File: config.mk
export PLATFORM = sky130hd
export DESIGN_NAME = synchronous_fifo
export DESIGN_NICKNAME = d
export VERILOG_FILES = /design/src/rtl/synchronous_fifo_pkg.sv /design/src/rtl/fifo_mem.sv /design/src/rtl/synchronous_fifo.sv
export SDC_FILE = /design/constraint.sdc
export NUM_CORES = 1
export LEC_CHECK = 0
export ABC_AREA = 1
export CAP_MARGIN = 20
export CORE_MARGIN = 1
export CORE_UTILIZATION = 50
export DETAILED_ROUTE_END_ITERATION = 8
export PLACE_DENSITY = 0.77
export RECOVER_POWER = 100
export SLEW_MARGIN = 20
export SYNTH_ARGS = -nofsm -noshare
export SYNTH_HDL_FRONTEND = slang
export SYNTH_HIERARCHICAL = 1
export SYNTH_SLANG_ARGS = --single-unit
File: constraint.sdc
create_clock -name clk -period 3 [get_ports clk]
set_clock_uncertainty 0.05 [all_clocks]
set_input_delay 0.9 -clock clk [delete_from_list [all_inputs] [get_ports clk]]
set_output_delay 0.9 -clock clk [all_outputs]
set_load 0.05 [all_outputs]
File: src/rtl/synchronous_fifo_pkg.sv
// synchronous_fifo_pkg: default widths, thresholds and depth helper shared by the FIFO files
package synchronous_fifo_pkg;
  localparam int default_data_bus_length = 8;
  localparam int default_address_bus_length = 4;
  localparam int default_almost_full_level = 12;
  localparam int default_almost_empty_level = 2;
  function automatic int fifo_depth(input int aw);
    return 1 << aw;
  endfunction
endpackage

File: src/rtl/fifo_mem.sv
// fifo_mem: simple dual-port storage, one write port and one registered read port on clk
module fifo_mem
  import synchronous_fifo_pkg::*;
#(
  parameter int data_bus_length = default_data_bus_length,
  parameter int address_bus_length = default_address_bus_length
) (
  input  logic                          clk,
  input  logic                          rst,
  input  logic                          we,
  input  logic [address_bus_length-1:0] waddr,
  input  logic [data_bus_length-1:0]    wdata,
  input  logic                          re,
  input  logic [address_bus_length-1:0] raddr,
  output logic [data_bus_length-1:0]    rdata
);
  logic [data_bus_length-1:0] mem [fifo_depth(address_bus_length)];
  always_ff @(posedge clk)
    if (we) mem[waddr] <= wdata;
  always_ff @(posedge clk)
    if (rst) rdata <= '0;
    else if (re) rdata <= mem[raddr];
endmodule

File: src/rtl/synchronous_fifo.sv
// synchronous_fifo: single-clock FIFO with registered flags; SYNCHRONOUS_FIFO_ERR_EN adds sticky overflow/underflow
module synchronous_fifo
  import synchronous_fifo_pkg::*;
#(
  parameter int data_bus_length = default_data_bus_length,
  parameter int address_bus_length = default_address_bus_length,
  parameter int almost_full_level = default_almost_full_level,
  parameter int almost_empty_level = default_almost_empty_level
) (
  input  logic                          clk,
  input  logic                          rst,
  input  logic                          write_enable,
  input  logic [data_bus_length-1:0]    trans_data,
  input  logic                          read_enable,
  output logic [data_bus_length-1:0]    recv_data,
  output logic                          fifo_full,
  output logic                          fifo_empty,
  output logic                          almost_full,
  output logic                          almost_empty,
`ifdef SYNCHRONOUS_FIFO_ERR_EN
  output logic                          overflow,
  output logic                          underflow,
`endif
  output logic [address_bus_length:0]   fill_count
);
  localparam int aw = address_bus_length;
  localparam logic [aw:0] depth_c = (aw+1)'(fifo_depth(aw));
  localparam logic [aw:0] af_c = (aw+1)'(almost_full_level);
  localparam logic [aw:0] ae_c = (aw+1)'(almost_empty_level);
  logic [aw:0] wr_ptr, rd_ptr, cnt_n;
  logic wr_acc, rd_acc;
  // a read frees a slot in the same cycle, so a full FIFO still accepts a paired write
  always_comb begin
    rd_acc = read_enable && !fifo_empty && !rst;
    wr_acc = write_enable && (!fifo_full || rd_acc) && !rst;
    cnt_n = wr_acc && !rd_acc ? fill_count + 1'b1 : rd_acc && !wr_acc ? fill_count - 1'b1 : fill_count;
  end
  always_ff @(posedge clk)
    if (rst) begin
      wr_ptr <= '0;
      rd_ptr <= '0;
      fill_count <= '0;
      fifo_full <= 1'b0;
      fifo_empty <= 1'b1;
      almost_full <= 1'b0;
      almost_empty <= 1'b1;
    end else begin
      if (wr_acc) wr_ptr <= wr_ptr + 1'b1;
      if (rd_acc) rd_ptr <= rd_ptr + 1'b1;
      fill_count <= cnt_n;
      fifo_full <= cnt_n == depth_c;
      fifo_empty <= cnt_n == '0;
      almost_full <= cnt_n >= af_c;
      almost_empty <= cnt_n <= ae_c;
    end
`ifdef SYNCHRONOUS_FIFO_ERR_EN
  always_ff @(posedge clk)
    if (rst) begin
      overflow <= 1'b0;
      underflow <= 1'b0;
    end else begin
      if (write_enable && fifo_full && !rd_acc) overflow <= 1'b1;
      if (read_enable && fifo_empty) underflow <= 1'b1;
    end
`endif
  fifo_mem #(.data_bus_length(data_bus_length), .address_bus_length(aw)) u_mem (
    .clk(clk),
    .rst(rst),
    .we(wr_acc),
    .waddr(wr_ptr[aw-1:0]),
    .wdata(trans_data),
    .re(rd_acc),
    .raddr(rd_ptr[aw-1:0]),
    .rdata(recv_data)
  );
endmodule

Word-level counts from Yosys, hierarchy flattened
Memory sizes are Yosys's and may differ from the RTL's. A register that Yosys moved wholly into a read port is not among the register bits. Index checks and enable logic that the tools add are counted.

$lt $le $gt $ge: 2. Divide/modulo/power cells: 0. $mul: 0. Reduce and logical (&&, ||, !) cells: 13. Add/sub/neg operators: 4. Bitwise operators: 0. Mux-type cells: 4. Shift-type cells: 0. Eq/ne operators: 1.

Operator list (count): $add 5x1->5 const B (3); $mux 5 (2); $logic_and 1x1->1 (6); $eq 5x5->1 const B (1); $ge 5x4->1 const B (1); $le 5x2->1 const B (1); $logic_not 1->1 (5); $logic_not 5->1 (1); $sub 5x1->5 const B (1); $mux 1 (2); $logic_or 1x1->1 (1).

Logic and storage cells: 32. RAM bits: 128. Memories: 1. Bits in latches: 0. Input port bits: 12. Register bits: 19. ROM bits: 0. Output and inout bits: 17.

Memory list: u_mem.mem (depth 16, bits a word 8, rd ports 1, clocked after memory_dff 1, write ports 1, line fifo_mem.sv:17) `logic [data_bus_length-1:0] mem [fifo_depth(address_bus_length)];`.

Longest topological paths before layout
Word-level depth: 11. Gate-level depth with buffers: 12. Gate-level depth less buffers: 11.

Modules after synthesis
The synthesis kept the hierarchy.

Modules (own cells, without submodules): fifo_mem (sequential area each 4003.8 um2, area each 5577.8 um2, cells each 490, instances 1); synchronous_fifo (sequential area each 340.3 um2, area each 894.6 um2, cells each 121, instances 1).

Worst setup path before layout
OpenSTA, ideal clock, no wires.

Path kind: input port to flip-flop. Start point: input rst. End point: memory u_mem/mem[12][0] in the netlist's numbering (enable). Path buffers: 1. Library setup time: 0.370 ns. Cell stages on the path: 8. Arrival: 2.054 ns. Slack: 0.525 ns. Data required time: 2.580 ns. Cells stage by stage: buf_6 -> inv_4 -> nand3_4 -> nand2_1 -> nand2_1 -> inv_1 -> nand3_1 -> nor2_1.

Word-level cells in the longest chain between the ends: 7.

Ends and longest elaborated chain: start: declaration (line synchronous_fifo.sv:11) `input logic rst,`; $logic_not 1->1 * (line synchronous_fifo.sv:34, synchronous_fifo.sv:35); $logic_and 1x1->1 (line synchronous_fifo.sv:34) `rd_acc = read_enable && !fifo_empty && !rst;`; $logic_or 1x1->1 (line synchronous_fifo.sv:35) `wr_acc = write_enable && (!fifo_full || rd_acc) && !rst;`; $logic_and 1x1->1 (line synchronous_fifo.sv:35); $logic_and 1x1->1 * (line synchronous_fifo.sv:35); named net wr_acc (line synchronous_fifo.sv:31) `logic wr_acc, rd_acc;`; $mux 1 * (line fifo_mem.sv:19) `if (we) mem[waddr] <= wdata;`; $mux 1 (implied by the code) * (line fifo_mem.sv:19); end: declaration (line fifo_mem.sv:17).

The timed path passes the listed nets; every way through them passes the cells marked *.

Final worst setup path
Start point: input rst. End point: memory u_mem/mem[12][1] in the netlist's numbering (enable).

The elaborated chain is that of the path after synthesis.

==> metrics <==
outcome=finished, final reports clean; clk sink count=~150; PwrDens=669.0 nW/um^2; area grow syn2layout=16.14%; Crit path largest cell delay=about 0.67 ns; Ports=29; Residual DRC=0; Initial DRC Count=slightly above 500; dpl cells=815; Remaining Overflow, GRT=0; worst path cell trace=dlygate4sd3_1 -> clkinvlp_2 -> nand3_4 -> nand2_1 -> nand2_1 -> inv_1 -> nand3_1 -> nor2_1 -> clkbuf_1; Hold Crit Start=wr_ptr[0]$_SDFFE_PP0P_; Worst Setup SP=rst; Starting Density=between 50% and 60%; RSZ-0062 raised after global routing=no; Ys Warns=6; CTS root buf=clkbuf_16; Synth Cell Area=between 6000 and 7000 um^2; Cell variety after synth=29; core area=between 10000 and 15000 um^2; WL per Instance=17.48 um; Setup Buffers After CTS=0; aggregate negative setup slack=0 ns; Overall Power=5.029 mW; cell count after synthesis=around 600; largest net degree at the start of global routing=between 60 and 70; flop and latch count out of synthesis=about 150; ANT cells=0; Final Max Tran Viols=0; Clock Path Buffers=2; crit end category=register; Die Height=115.8 um; die width=between 100 and 150 um; DRT Pass-1 Iters=5; clk slew on worst S/H paths=~0.060 ns; maximum clock frequency=0.3566 GHz; most frequent CP cell=nand2_1; site row count=41; share of post-route cells with drive strength above 1=under 10%; multi-input logic area=around 1800 um^2; Max Cap Viol=0; setup slack after layout=0.1958 ns; Max transition margin=32.35%; Hold-fix buffers, CTS=0; fin cells=847; CTS buffer count=17; die area=between 10000 and 15000 um^2; syn avg cell area=10.59 um^2; CP Max Fanout=8; Buf/Inv on CP=4; Least-Margin Pin Slew=~1.0 ns; Crit path max-delay family=buffers and inverters; vias after detailed routing=4629; CTS tree=built; Hold Slack=around 0.49 ns; leakage power=between 2 and 3 nW; hold crit path type=reg2reg; Final setup viols=0; IO Port Bufs=28; Routed Antenna Nets=0; pre-CTS setup slack=0.07758 ns; CP Class=in2reg; HPWL after DPL=9.425 mm; cts repair resizes=0; initial antenna violation count=0; clk_lat worst skew=between 0.4 and 0.5 ns; fill cell count=approximately 1000; Nets=slightly below 700; Total Wirelength=14.80 mm; crit path DAT=around 2.8 ns; crit share post-route=93.47%; VDD IR max=just over 0.0004 V; routed vias/inst=~5.5; Final Critical Period=2.804 ns; first-pass GRT wire length=23.14 mm; Critical Path Slowest Stage Cell=dlygate4sd3_1; syn_nets=627; final hold violation count=0; reg2reg start=rd_ptr[0]$_SDFFE_PP0P_; crit start category=primary input; Worst EP required=roughly 3.0 ns; number of global-route vias before repair=~4300; H-tree depth=4; global placer's final weighted congestion=between 0.8 and 0.9; GRT Overall Usage=24.31%; Seq/Total Area, Yosys=67.12%; register area=between 4000 and 5000 um^2
-- cell usage in the layout (no fill, tap or decap), drive strengths merged --
cell type,synthesis,layout
o21a,1,1
dfxtp,25,25
a21oi,5,5
clkinv,0,7
buf,29,14
clkdlybuf4s50,0,2
o21ai,4,4
nand3,119,119
dlygate4sd3,0,26
clkinvlp,0,4
or2,2,2
clkbuf,1,38
xor2,3,3
ha,4,4
edfxtp,128,128
nand2,203,203
nand4,2,2
bufinv,0,4
nand3b,2,2
nor3,3,3
nor2,48,48
inv,31,30
and3,1,1
-- final timing paths --
kind | slack (ns) | cells past startpoint | to
worst max-delay path | 0.20 | 9 | u_mem/mem[12][1]$_DFFE_PP_
worst min-delay path | 0.49 | 1 | wr_ptr[0]$_SDFFE_PP0P_
worst max register to register | 1.00 | 9 | u_mem/rdata[1]$_SDFFE_PP0P_
worst min register to register | 0.49 | 1 | wr_ptr[0]$_SDFFE_PP0P_
-- layout make-up --
cell class | instances | share of cell area, %
inverter | 31 | 1.565
clock inverter | 14 | 2.397
timing repair buffer | 62 | 6.258
tap | 172 | 2.863
multi-input combinational | 397 | 23.40
clock buffer | 18 | 5.709
sequential | 153 | 57.81
-- sequential cells by signal (all words and copies together) (netlist names) --
register      cells
almost_empty      1
almost_full       1
fifo_empty        1
fifo_full         1
fill_count        5
rd_ptr            4
u_mem/mem       128
u_mem/rdata       8
wr_ptr            4
-- cell usage after synthesis, drive strengths merged --
| cell | count | area share [%] |
|---|---|---|
| nand2 | 203 | 12 |
| edfxtp | 128 | 59 |
| nand3 | 119 | 9.7 |
| nor2 | 48 | 2.9 |
| inv | 31 | 1.8 |
| buf | 29 | 3.6 |
| dfxtp | 25 | 7.7 |
| a21oi | 5 | 0.39 |
| ha | 4 | 0.77 |
| o21ai | 4 | 0.31 |
| nor3 | 3 | 0.23 |
| xor2 | 3 | 0.41 |
| nand3b | 2 | 0.23 |
| nand4 | 2 | 0.29 |
| or2 | 2 | 0.19 |
| and3 | 1 | 0.097 |
| clkbuf | 1 | 0.058 |
| o21a | 1 | 0.12 |
-- through the flow --
stage | util (%) | instance area, um^2
after floorplan | - | 6472
after global placement | 55.38 | 6989
after detailed placement | 55.38 | 6989
after CTS | 60.21 | 7599
after global routing | 59.57 | 7517
final | 59.57 | 7517
-- cell families (layout without fill, tap and decap cells) --
family,after synthesis,count (layout),share of synthesized area [%]
buffers and inverters,61,125,5.471
xor gates and xnor gates,3,3,0.4060
and+or+nand+nor,380,380,25.42
AOI/OAI and AO/OA,10,10,0.8117
DFF,153,153,67.12
adders and majority gates,4,4,0.7733
-- routing by layer --
| metal | wire length, um | vias to the layer above | global-route usage (%) | share of wire, % |
|---|---|---|---|---|
| met5 | 0 | - | 0 | 0 |
| met4 | 539 | 0 | 12.31 | 3.6 |
| met3 | 1386 | 52 | 6.590 | 9.4 |
| met2 | 7066 | 266 | 38.02 | 48 |
| met1 | 5811 | 2146 | 31.33 | 39 |
| li1 | - | 2165 | - | - |
-- power by group --
part	total, mW	switching (mW)	leakage (nW)	internal (mW)
Combinational	0.489	0.353	1.28	0.136
Sequential	2.37	0.0236	1.36	2.34
Clock	2.17	0.796	0.293	1.38
Total	5.03	1.17	2.93	3.86
(Power assumes the default switching activity.)
